--- src/rtl/pc_pkg.sv ---
// Shared PC types, default geometry and the alignment helper for the fetch PC generator.
package pc_pkg;

    localparam int unsigned PC_WIDTH   = 32;
    localparam int unsigned INC_AMOUNT = 4;
    localparam int unsigned ALIGN_BITS = 2;
    localparam int unsigned NUM_REDIR  = 3;
    localparam int unsigned RAS_DEPTH  = 4;

    typedef logic [PC_WIDTH-1:0] pc_t;

    // Clear the low ALIGN_BITS of a loaded PC.
    function automatic pc_t align_pc(input pc_t pc);
        return {pc[PC_WIDTH-1:ALIGN_BITS], ALIGN_BITS'(0)};
    endfunction

endpackage

--- src/rtl/dff_rst.sv ---
// Plain register with synchronous active-low reset to a constant.
module dff_rst #(
    parameter int unsigned   W       = 1,
    parameter logic [W-1:0]  RST_VAL = '0
) (
    input  logic         clk,
    input  logic         rst_n,
    input  logic [W-1:0] d,
    output logic [W-1:0] q
);

    always_ff @(posedge clk) begin
        if (!rst_n) q <= RST_VAL;
        else        q <= d;
    end

endmodule

--- src/rtl/dff_rst_en_vector.sv ---
// Enabled register with synchronous active-low reset to a run-time vector.
module dff_rst_en_vector #(
    parameter int unsigned W = 32
) (
    input  logic         clk,
    input  logic         rst_n,
    input  logic         en,
    input  logic [W-1:0] rst_val,
    input  logic [W-1:0] d,
    output logic [W-1:0] q
);

    always_ff @(posedge clk) begin
        if (!rst_n)  q <= rst_val;
        else if (en) q <= d;
    end

endmodule

--- src/rtl/ras_stack.sv ---
// Circular return-address stack: pushes overwrite the oldest entry when full,
// push+pop together replace the top, flush empties without clearing contents.
module ras_stack #(
    parameter int unsigned DEPTH = 4,
    parameter int unsigned W     = 32
) (
    input  logic         clk,
    input  logic         rst_n,
    input  logic         flush,
    input  logic         push,
    input  logic         pop,
    input  logic [W-1:0] push_data,
    output logic [W-1:0] top,
    output logic         empty,
    output logic         full
);

    localparam int unsigned PTR_W = (DEPTH > 1) ? $clog2(DEPTH) : 1;
    localparam int unsigned CNT_W = $clog2(DEPTH + 1);

    logic [W-1:0]     r_mem [DEPTH];
    logic [PTR_W-1:0] r_ptr;
    logic [CNT_W-1:0] r_cnt;
    logic [PTR_W-1:0] w_ptr_d;
    logic [CNT_W-1:0] w_cnt_d;
    logic [PTR_W-1:0] w_ptr_inc;
    logic [PTR_W-1:0] w_ptr_dec;
    logic [PTR_W-1:0] w_widx;
    logic             w_we;

    // r_ptr is the next free slot; the top lives one below it.
    assign w_ptr_inc = (r_ptr == PTR_W'(DEPTH - 1)) ? '0 : r_ptr + PTR_W'(1);
    assign w_ptr_dec = (r_ptr == '0) ? PTR_W'(DEPTH - 1) : r_ptr - PTR_W'(1);

    assign empty = (r_cnt == '0);
    assign full  = (r_cnt == CNT_W'(DEPTH));
    assign top   = r_mem[w_ptr_dec];

    always_comb begin
        w_ptr_d = r_ptr;
        w_cnt_d = r_cnt;
        w_we    = 1'b0;
        w_widx  = r_ptr;
        if (flush) begin
            w_cnt_d = '0;
        end else if (push && pop && !empty) begin
            w_we   = 1'b1;
            w_widx = w_ptr_dec;
        end else if (push) begin
            w_we    = 1'b1;
            w_ptr_d = w_ptr_inc;
            if (!full) w_cnt_d = r_cnt + CNT_W'(1);
        end else if (pop && !empty) begin
            w_ptr_d = w_ptr_dec;
            w_cnt_d = r_cnt - CNT_W'(1);
        end
    end

    dff_rst #(.W(PTR_W)) u_ptr (.clk(clk), .rst_n(rst_n), .d(w_ptr_d), .q(r_ptr));
    dff_rst #(.W(CNT_W)) u_cnt (.clk(clk), .rst_n(rst_n), .d(w_cnt_d), .q(r_cnt));

    // Entry storage is never reset; an empty count makes stale data unreachable.
    always_ff @(posedge clk) begin
        if (rst_n && w_we) r_mem[w_widx] <= push_data;
    end

endmodule

--- src/rtl/pc_gen_ras.sv ---
// Fetch PC generator: registered PC with ready/valid handshake, prioritised
// redirects and a return-address stack for call/return prediction.
module pc_gen_ras
    import pc_pkg::*;
#(
    parameter int unsigned PC_WIDTH   = pc_pkg::PC_WIDTH,
    parameter int unsigned INC_AMOUNT = pc_pkg::INC_AMOUNT,
    parameter int unsigned ALIGN_BITS = pc_pkg::ALIGN_BITS,
    parameter int unsigned NUM_REDIR  = pc_pkg::NUM_REDIR,
    parameter int unsigned RAS_DEPTH  = pc_pkg::RAS_DEPTH
) (
    input  logic                          clk,
    input  logic                          rst_n,
    input  logic [PC_WIDTH-1:0]           reset_vector,
    input  logic [NUM_REDIR-1:0]          redirect_vld,
    input  logic [NUM_REDIR*PC_WIDTH-1:0] redirect_pc,
    input  logic                          ras_flush,
    input  logic                          stall,
    input  logic                          call,
    input  logic                          ret,
    input  logic                          pc_ready,
    output logic [PC_WIDTH-1:0]           pc_out,
    output logic                          pc_valid,
    output logic                          ras_empty,
    output logic                          ras_full
);

    logic [PC_WIDTH-1:0] r_pc;
    logic                r_run;
    logic [PC_WIDTH-1:0] w_pc_d;
    logic                w_pc_en;
    logic [PC_WIDTH-1:0] w_pc_inc;
    logic                w_fire;
    logic                w_redir_any;
    logic [PC_WIDTH-1:0] w_redir_pc;
    logic [PC_WIDTH-1:0] w_redir_al;
    logic [PC_WIDTH-1:0] w_ras_top;
    logic [PC_WIDTH-1:0] w_ras_top_al;
    logic                w_push;
    logic                w_pop;

    assign pc_out   = r_pc;
    assign pc_valid = r_run & ~stall;
    assign w_fire   = pc_valid & pc_ready;
    assign w_pc_inc = r_pc + PC_WIDTH'(INC_AMOUNT);

    // Lowest-index asserted redirect source wins.
    always_comb begin
        w_redir_any = 1'b0;
        w_redir_pc  = '0;
        for (int unsigned i = 0; i < NUM_REDIR; i++) begin
            if (redirect_vld[i] && !w_redir_any) begin
                w_redir_any = 1'b1;
                w_redir_pc  = redirect_pc[i*PC_WIDTH +: PC_WIDTH];
            end
        end
    end

    assign w_redir_al   = {w_redir_pc[PC_WIDTH-1:ALIGN_BITS], ALIGN_BITS'(0)};
    assign w_ras_top_al = {w_ras_top[PC_WIDTH-1:ALIGN_BITS], ALIGN_BITS'(0)};

    // A redirect squashes the current instruction, so its call/ret is dropped.
    assign w_push = w_fire & call & ~w_redir_any;
    assign w_pop  = w_fire & ret & ~w_redir_any & ~ras_empty;

    always_comb begin
        w_pc_en = 1'b0;
        w_pc_d  = r_pc;
        if (r_run) begin
            if (w_redir_any) begin
                w_pc_en = 1'b1;
                w_pc_d  = w_redir_al;
            end else if (w_pop) begin
                w_pc_en = 1'b1;
                w_pc_d  = w_ras_top_al;
            end else if (w_fire) begin
                w_pc_en = 1'b1;
                w_pc_d  = w_pc_inc;
            end
        end
    end

    dff_rst_en_vector #(.W(PC_WIDTH)) u_pc (
        .clk     (clk),
        .rst_n   (rst_n),
        .en      (w_pc_en),
        .rst_val (reset_vector),
        .d       (w_pc_d),
        .q       (r_pc)
    );

    dff_rst #(.W(1)) u_run (.clk(clk), .rst_n(rst_n), .d(1'b1), .q(r_run));

    ras_stack #(.DEPTH(RAS_DEPTH), .W(PC_WIDTH)) u_ras (
        .clk       (clk),
        .rst_n     (rst_n),
        .flush     (ras_flush),
        .push      (w_push),
        .pop       (w_pop),
        .push_data (w_pc_inc),
        .top       (w_ras_top),
        .empty     (ras_empty),
        .full      (ras_full)
    );

endmodule

--- config.mk ---
export PLATFORM = sky130hd
export DESIGN_NAME = pc_gen_ras
export DESIGN_NICKNAME = d
export VERILOG_FILES = /design/src/rtl/pc_pkg.sv /design/src/rtl/dff_rst.sv /design/src/rtl/dff_rst_en_vector.sv /design/src/rtl/ras_stack.sv /design/src/rtl/pc_gen_ras.sv
export SDC_FILE = /design/constraint.sdc
export NUM_CORES = 1
export LEC_CHECK = 0
export ABC_AREA = 1
export CAP_MARGIN = 15
export CORE_MARGIN = 1
export CORE_UTILIZATION = 40
export CTS_BUF_LIST = sky130_fd_sc_hd__clkbuf_8
export DETAILED_ROUTE_END_ITERATION = 16
export PLACE_DENSITY = 0.64
export SYNTH_ARGS = -nofsm -noshare
export SYNTH_HDL_FRONTEND = slang
export SYNTH_SLANG_ARGS = --single-unit
--- constraint.sdc ---
create_clock -name clk -period 3.37 [get_ports clk]
set_clock_uncertainty 0.15 [all_clocks]
set_input_delay 0.674 -clock clk [delete_from_list [all_inputs] [get_ports clk]]
set_output_delay 0.674 -clock clk [all_outputs]
set_load 0.03 [all_outputs]
==> flow_metrics.tcl, run 1 <==
set metrics [dict create \
    outcome "completed" \
    hold_depth 2 \
    final_util_pct 52.6 \
    grt_pass1_vias 7025 \
    synth_area_um2 8620 \
    synth_async_sr_flop_share_pct 0 \
    overflow 0 \
    rsz0062_at_grt "no" \
    synth_xor_area_share_pct 0.711 \
    drive_above_1_share_pct 7.02 \
    diodes 0 \
    firstDrtPassIters 5 \
    grt_max_degree 38 \
    r2r_cells 12 \
    via_per_inst 4.96 \
    crit_required_ps 2550 \
    worst_path_max_delay_cell "clkdlybuf4s50_1" \
    vias 7516 \
    synth_top_cell_by_area "edfxtp_1" \
    endpoint_kind "primary output" \
    setup_violations 0 \
    route.detailed.drc 0 \
    crit_type "flip-flop to primary output" \
    track_usage_pct 22.7 \
    final_hold_viol_count 0 \
    syn_nets 1203 \
    max_freq_ghz 0.367 \
    drt_iter0_drc 640 \
    clk_pin_slew_ps 80 \
    synthCells 1061 \
    drt-total-wl_mm 24.4 \
    routabilityCongestion 0.863 \
    total_power_uw 4390 \
    ant_nets 0 \
    synth_top_family_by_area "simple AND/OR/NAND/NOR gates" \
    die_y_um 149 \
    slowest_delay_ps 720 \
    synth_edf_count 152 \
    critical_path_peak_fanout 4 \
    hp-class "flip-flop to flip-flop" \
    synth_mux_area_share_pct 0 \
    clock_sinks 158 \
    power_density_nw_per_um2 396 \
    num_rows 53 \
    synth_top_flop_cell "edfxtp_1" \
    fin_crit_ps 2720 \
    cts_tree "built" \
    antenna_found_initial 0 \
    io_pins 173 \
    numCtsBuffers 17 \
    slew_viol_final 0 \
    crit_arrival_ps 1900 \
    initial_core_util_pct 40.9 \
    core_um2 21100 \
    startpoint_type "flip-flop" \
    r2r_slack_ps 810 \
    fillerInstances 2040 \
    synthSimpleGateAreaFrac_pct 30.1 \
    yosysUniqueCellTypes 34 \
    htree_levels 4 \
    portBuffers 166 \
    grt_pass1_wl_mm 37.6 \
    p_leak_uw 0.00457 \
    regArea_um2 4680 \
    yosysWarnings 0 \
    postCtsSetupRepairBufs 0 \
    die_area_um2 22100 \
    wl_per_cell_um 16.1 \
    root_buffer "clkbuf_8" \
    nets 1369 \
    holdWs_ps 352 \
    synth_area_leaders "edfxtp_1 (53%), nand2_1 (12%), nand3_1 (8.1%)" \
    cts_resized 0 \
    yosys.area.top_type_share_pct 53.0 \
    postSynthAreaPerCell_um2 8.12 \
    insertion_delay_ps 470 \
    area_delta_synth_final_pct 28.8 \
    vdd_drop_max_v 0.000264 \
    die_x_um 149 \
    dp_hpwl_mm 18.0 \
    synth-compound-area-share_pct 6.13 \
    synthAdderAreaFrac_pct 0.668 \
    cts_hold_buf 0 \
    tightest_slew_ps 585 \
    worstPathCellList "inv_1 > nor3_1 > clkdlybuf4s50_1" \
    clockBufferDepth 2 \
    ys_seq_area_share_pct 54.4 \
    max_slew_margin_pct 61.0 \
    multi_input_area_um2 3260 \
    maxCapViolations 0 \
    ys_seq_elements 158 \
    period_share_pct 80.8 \
]
==> logic make-up after synthesis <==
logic type      Yosys count
simple gates            618
buf+inv                 175
flops                   158
compound gates           99
xor+xnor                  7
fa+ha+maj                 4
==> sequential cells by signal (all words and copies together), names as in the netlist <==
name           flops
u_pc.q            32
u_ras.r_mem      120
u_ras.u_cnt.q      3
u_ras.u_ptr.q      2
u_run.q            1
==> where the power goes <==
part	internal (uW)	switching [uW]
logic	303	377
registers	2240	61.1
clock network	715	700
total	3250	1140
==> worst max-delay path: cells and delay by family, from the launching register on <==
family | cells | cell delay, ps
flops | 1 | 390
simple gates | 1 | 220
buf+inv | 2 | 810
==> stage by stage <==
stage | cells | worst slack [ps] | setup TNS, ps | instance area [um^2]
finish | 1514 | 647 | 0 | 11100
global route | 1514 | 517 | 0 | 11100
CTS | 1514 | 623 | 0 | 11100
detailed placement | 1483 | 376 | 0 | 10700
global placement | 1483 | 428 | 0 | 10700
floorplan | 1061 | -4.66 | -279 | 8620
==> Yosys cell counts, types with 7 or more instances <==
cell / count
nand2_1: 286
nor2_1: 164
edfxtp_1: 152
nand3_1: 139
inv_1: 123
a21oi_1: 34
o21ai_0: 31
clkbuf_1: 21
buf_2: 18
o21ai_1: 18
o22ai_1: 7
or2_2: 7
==> cell usage in the layout, fill, tap and decap left out <==
master             n
and2_1             2
nand3_4            1
nand3_1          139
clkinv_2           4
o22ai_1            7
a211oi_1           6
clkinvlp_4         2
xor2_1             5
nor2_1           159
ha_1               3
a21oi_1           34
fa_1               1
clkbuf_8          17
buf_4             21
nor2_2            10
nor2_4             2
nand2_1          285
nand2_2            4
clkinv_4           2
o21ai_0           31
buf_12             6
edfxtp_1         152
o211ai_1           2
nand4_1            3
or2_2              7
inv_2              5
nand3b_1           1
nor3_1             2
clkinv_1           2
nand3_2            2
xnor2_1            2
inv_1            125
o21ai_1           18
bufinv_16          3
nor3b_1            1
dfxtp_1            6
o21ai_2            1
clkdlybuf4s50_1  166
==> final timing paths <==
path	from	endpoint
worst max-delay path	u_ras.u_cnt.q[2]	ras_full
worst min-delay path	u_ras.u_cnt.q[0]	u_ras.u_cnt.q[0]
worst max register to register	u_ras.u_ptr.q[0]	u_pc.q[27]
worst min register to register	u_ras.u_cnt.q[0]	u_ras.u_cnt.q[0]
==> cell type report <==
class,count,share of cell area (%)
clock buffers,17,2.11
clock inverters,14,1.39
inverters,129,4.36
multi-input cells,728,29.3
flip-flops and latches,158,42.2
well taps,275,3.10
repair buffers,193,17.5
==> layer usage <==
| layer | vias to the layer above | wire [um] | GRT usage, % |
|---|---|---|---|
| met4 | 0 | 354 | 6.48 |
| met5 | - | 0 | 0 |
| li1 | 3785 | - | - |
| met2 | 281 | 11100 | 35.8 |
| met3 | 22 | 1840 | 4.68 |
| met1 | 3428 | 11100 | 31.7 |
Power figures use the tool's default switching activity.
==> inputs of run 2 (changes only) <==
==> constraint.sdc (replaced) <==
create_clock -name clk -period 2.3 [get_ports clk]
set_clock_uncertainty 0.15 [all_clocks]
set_input_delay 0.46 -clock clk [delete_from_list [all_inputs] [get_ports clk]]
set_output_delay 0.46 -clock clk [all_outputs]
set_load 0.03 [all_outputs]
==> flow_metrics.tcl, run 2 (same netlist as run 1, synthesis figures left out) <==
set metrics [dict create \
    final_common_cell "nand2_1" \
    clockBufferDepth 2 \
    die_area_um2 22100 \
    power_density_nw_per_um2 543 \
    p_leak_uw 0.00483 \
    htree_levels 4 \
    grt_pass1_vias 7125 \
    clock_sinks 158 \
    root_buffer "clkbuf_8" \
    tightest_slew_ps 488 \
    dp_hpwl_mm 18.5 \
    rsz0062_at_grt "yes" \
    maxCapViolations 0 \
    critical_path.top_delay_family "buffers and inverters" \
    drive_above_1_share_pct 10.7 \
    num_rows 53 \
    ant_nets 0 \
    startpoint_type "flip-flop" \
    p_sw_share_pct 27.2 \
    numCtsBuffers 17 \
    hp-class "flip-flop to flip-flop" \
    grt_pass1_wl_mm 37.8 \
    crit_type "flip-flop to primary output" \
    die_x_um 149 \
    final.setup.tns_ps 0 \
    setup_violations 0 \
    critical_path_peak_fanout 4 \
    track_usage_pct 22.9 \
    p_sw_uw 1720 \
    stdcell_area_um2 11600 \
    outcome "completed" \
    max_freq_ghz 0.446 \
    final_hold_viol_count 0 \
    crit_required_ps 1690 \
    p_comb_share_pct 16.2 \
    top_regs "u_ras.r_mem x120, u_pc.q x32, u_ras.u_cnt.q x3" \
    io_pins 173 \
    crit_arrival_ps 1630 \
    grt_max_degree 35 \
    insertion_delay_ps 470 \
    worstPathCellList "clkdlybuf4s50_1" \
    firstDrtPassIters 5 \
    die_y_um 149 \
    cts_hold_buf 0 \
    area_delta_synth_final_pct 34.6 \
    via_per_inst 4.90 \
    period_share_pct 97.5 \
    drt_iter0_drc 714 \
    crit_buf_inv 1 \
    clk_pin_slew_ps 90 \
    antenna_found_initial 0 \
    clockPowerShare_pct 30.4 \
    placed_area_um2 11100 \
    diodes 0 \
    fin_crit_ps 2240 \
    seq_power_share_pct 53.4 \
    max_slew_margin_pct 67.1 \
    initial_core_util_pct 40.9 \
    drt-total-wl_mm 24.6 \
    wl_per_cell_um 15.9 \
    routabilityCongestion 0.883 \
    cts_tree "built" \
    endpoint_kind "primary output" \
    core_um2 21100 \
    worst_path_max_delay_cell "clkdlybuf4s50_1" \
    final_cell_mix "nand2_1 (282), nor2_1 (157), edfxtp_1 (152)" \
    nets 1403 \
    largest_reg_flops 120 \
    top_register "u_ras.r_mem" \
    slowest_delay_ps 720 \
    slew_viol_final 0 \
    overflow 0 \
    portBuffers 166 \
    p_int_uw 4580 \
    vdd_drop_max_v 0.000314 \
    route.detailed.drc 0 \
    vias 7587 \
]
-- run 2: changes by cell type in the layout (fill, tap and decap cells not counted), moves of 4 or more --
cell / previous run / this run
buf_4: 21 / 40
clkdlybuf4s50_1: 166 / 151
buf_12: 6 / 16
dlygate4sd2_1: 0 / 9
nor2_4: 2 / 8
buf_6: 0 / 4
dlymetal6s2s_1: 0 / 4
inv_6: 0 / 4
nor2_2: 10 / 6
-- run 2: per-layer routing --
| layer | part of all wire (%) | wire, um | vias to the layer above | track usage [%] |
|---|---|---|---|---|
| met5 | 0 | 0 | - | 0 |
| met4 | 1.3 | 329 | 0 | 7.19 |
| met3 | 7.4 | 1810 | 21 | 4.89 |
| met2 | 47 | 11500 | 272 | 36.8 |
| met1 | 45 | 11000 | 3434 | 31.1 |
| li1 | - | - | 3860 | - |
-- run 2: final timing paths --
kind	startpoint	endpoint	slack, ps	cells past startpoint
worst min register to register	u_ras.u_cnt.q[0]	u_ras.u_cnt.q[0]	350	2
worst max register to register	u_pc.q[3]	u_pc.q[30]	100	10
worst max-delay path	u_pc.q[10]	pc_out[10]	60	1
worst min-delay path	u_ras.u_cnt.q[0]	u_ras.u_cnt.q[0]	350	2
-- run 2: stage by stage --
step | power, uW | utilization (%) | instances | setup WS, ps | hold WS, ps
floorplan | 3900 | - | 1061 | -40.1 | 320
global placement | 4450 | 52.8 | 1513 | -430 | 331
detailed placement | 4460 | 52.8 | 1513 | -443 | 338
CTS | 6330 | 54.4 | 1545 | 5.14 | 353
global route | 6530 | 55.0 | 1549 | -43.6 | 383
finish | 6300 | 55.0 | 1549 | 58.1 | 348
-- run 2: what timing repair did --
action,CTS,global route
cloned,0,3
resized for setup,10,17
endpoints found under the setup margin,10,122
pin swaps,0,3
buffers inserted,0,1
-- run 2: power by group through the flow --
stage	Sequential (uW)	Combinational (uW)	Clock [uW]
detailed placement	3430	1030	0
global placement	3430	1020	0
CTS	3360	1020	1940
finish	3360	1020	1920
global route	3370	1110	2050
floorplan	3510	388	0
-- run 2: tightest hold or removal path: cells and delay by family, from the launching register on --
family	cells	cell delay, ps
AOI/OAI and AO/OA	1	50
and+or+nand+nor	1	70
DFF	1	340
-- run 2: cell type report --
class,count,area [um^2]
inverters,129,515
fillers,1997,9490
clock buffers,17,234
clock inverters,15,123
flip-flops and latches,158,4690
multi-input cells,728,3330
well taps,275,344
repair buffers,227,2360
==> inputs of run 3 (changes only) <==
--- a/config.mk
+++ b/config.mk
@@ -6,7 +6,6 @@
 export NUM_CORES = 1
 export LEC_CHECK = 0
 export ABC_AREA = 1
-export CAP_MARGIN = 15
 export CORE_MARGIN = 1
 export CORE_UTILIZATION = 40
 export CTS_BUF_LIST = sky130_fd_sc_hd__clkbuf_8
==> results of run 3 <==
Final layout, timing and power as in run 2 (identical DEF).
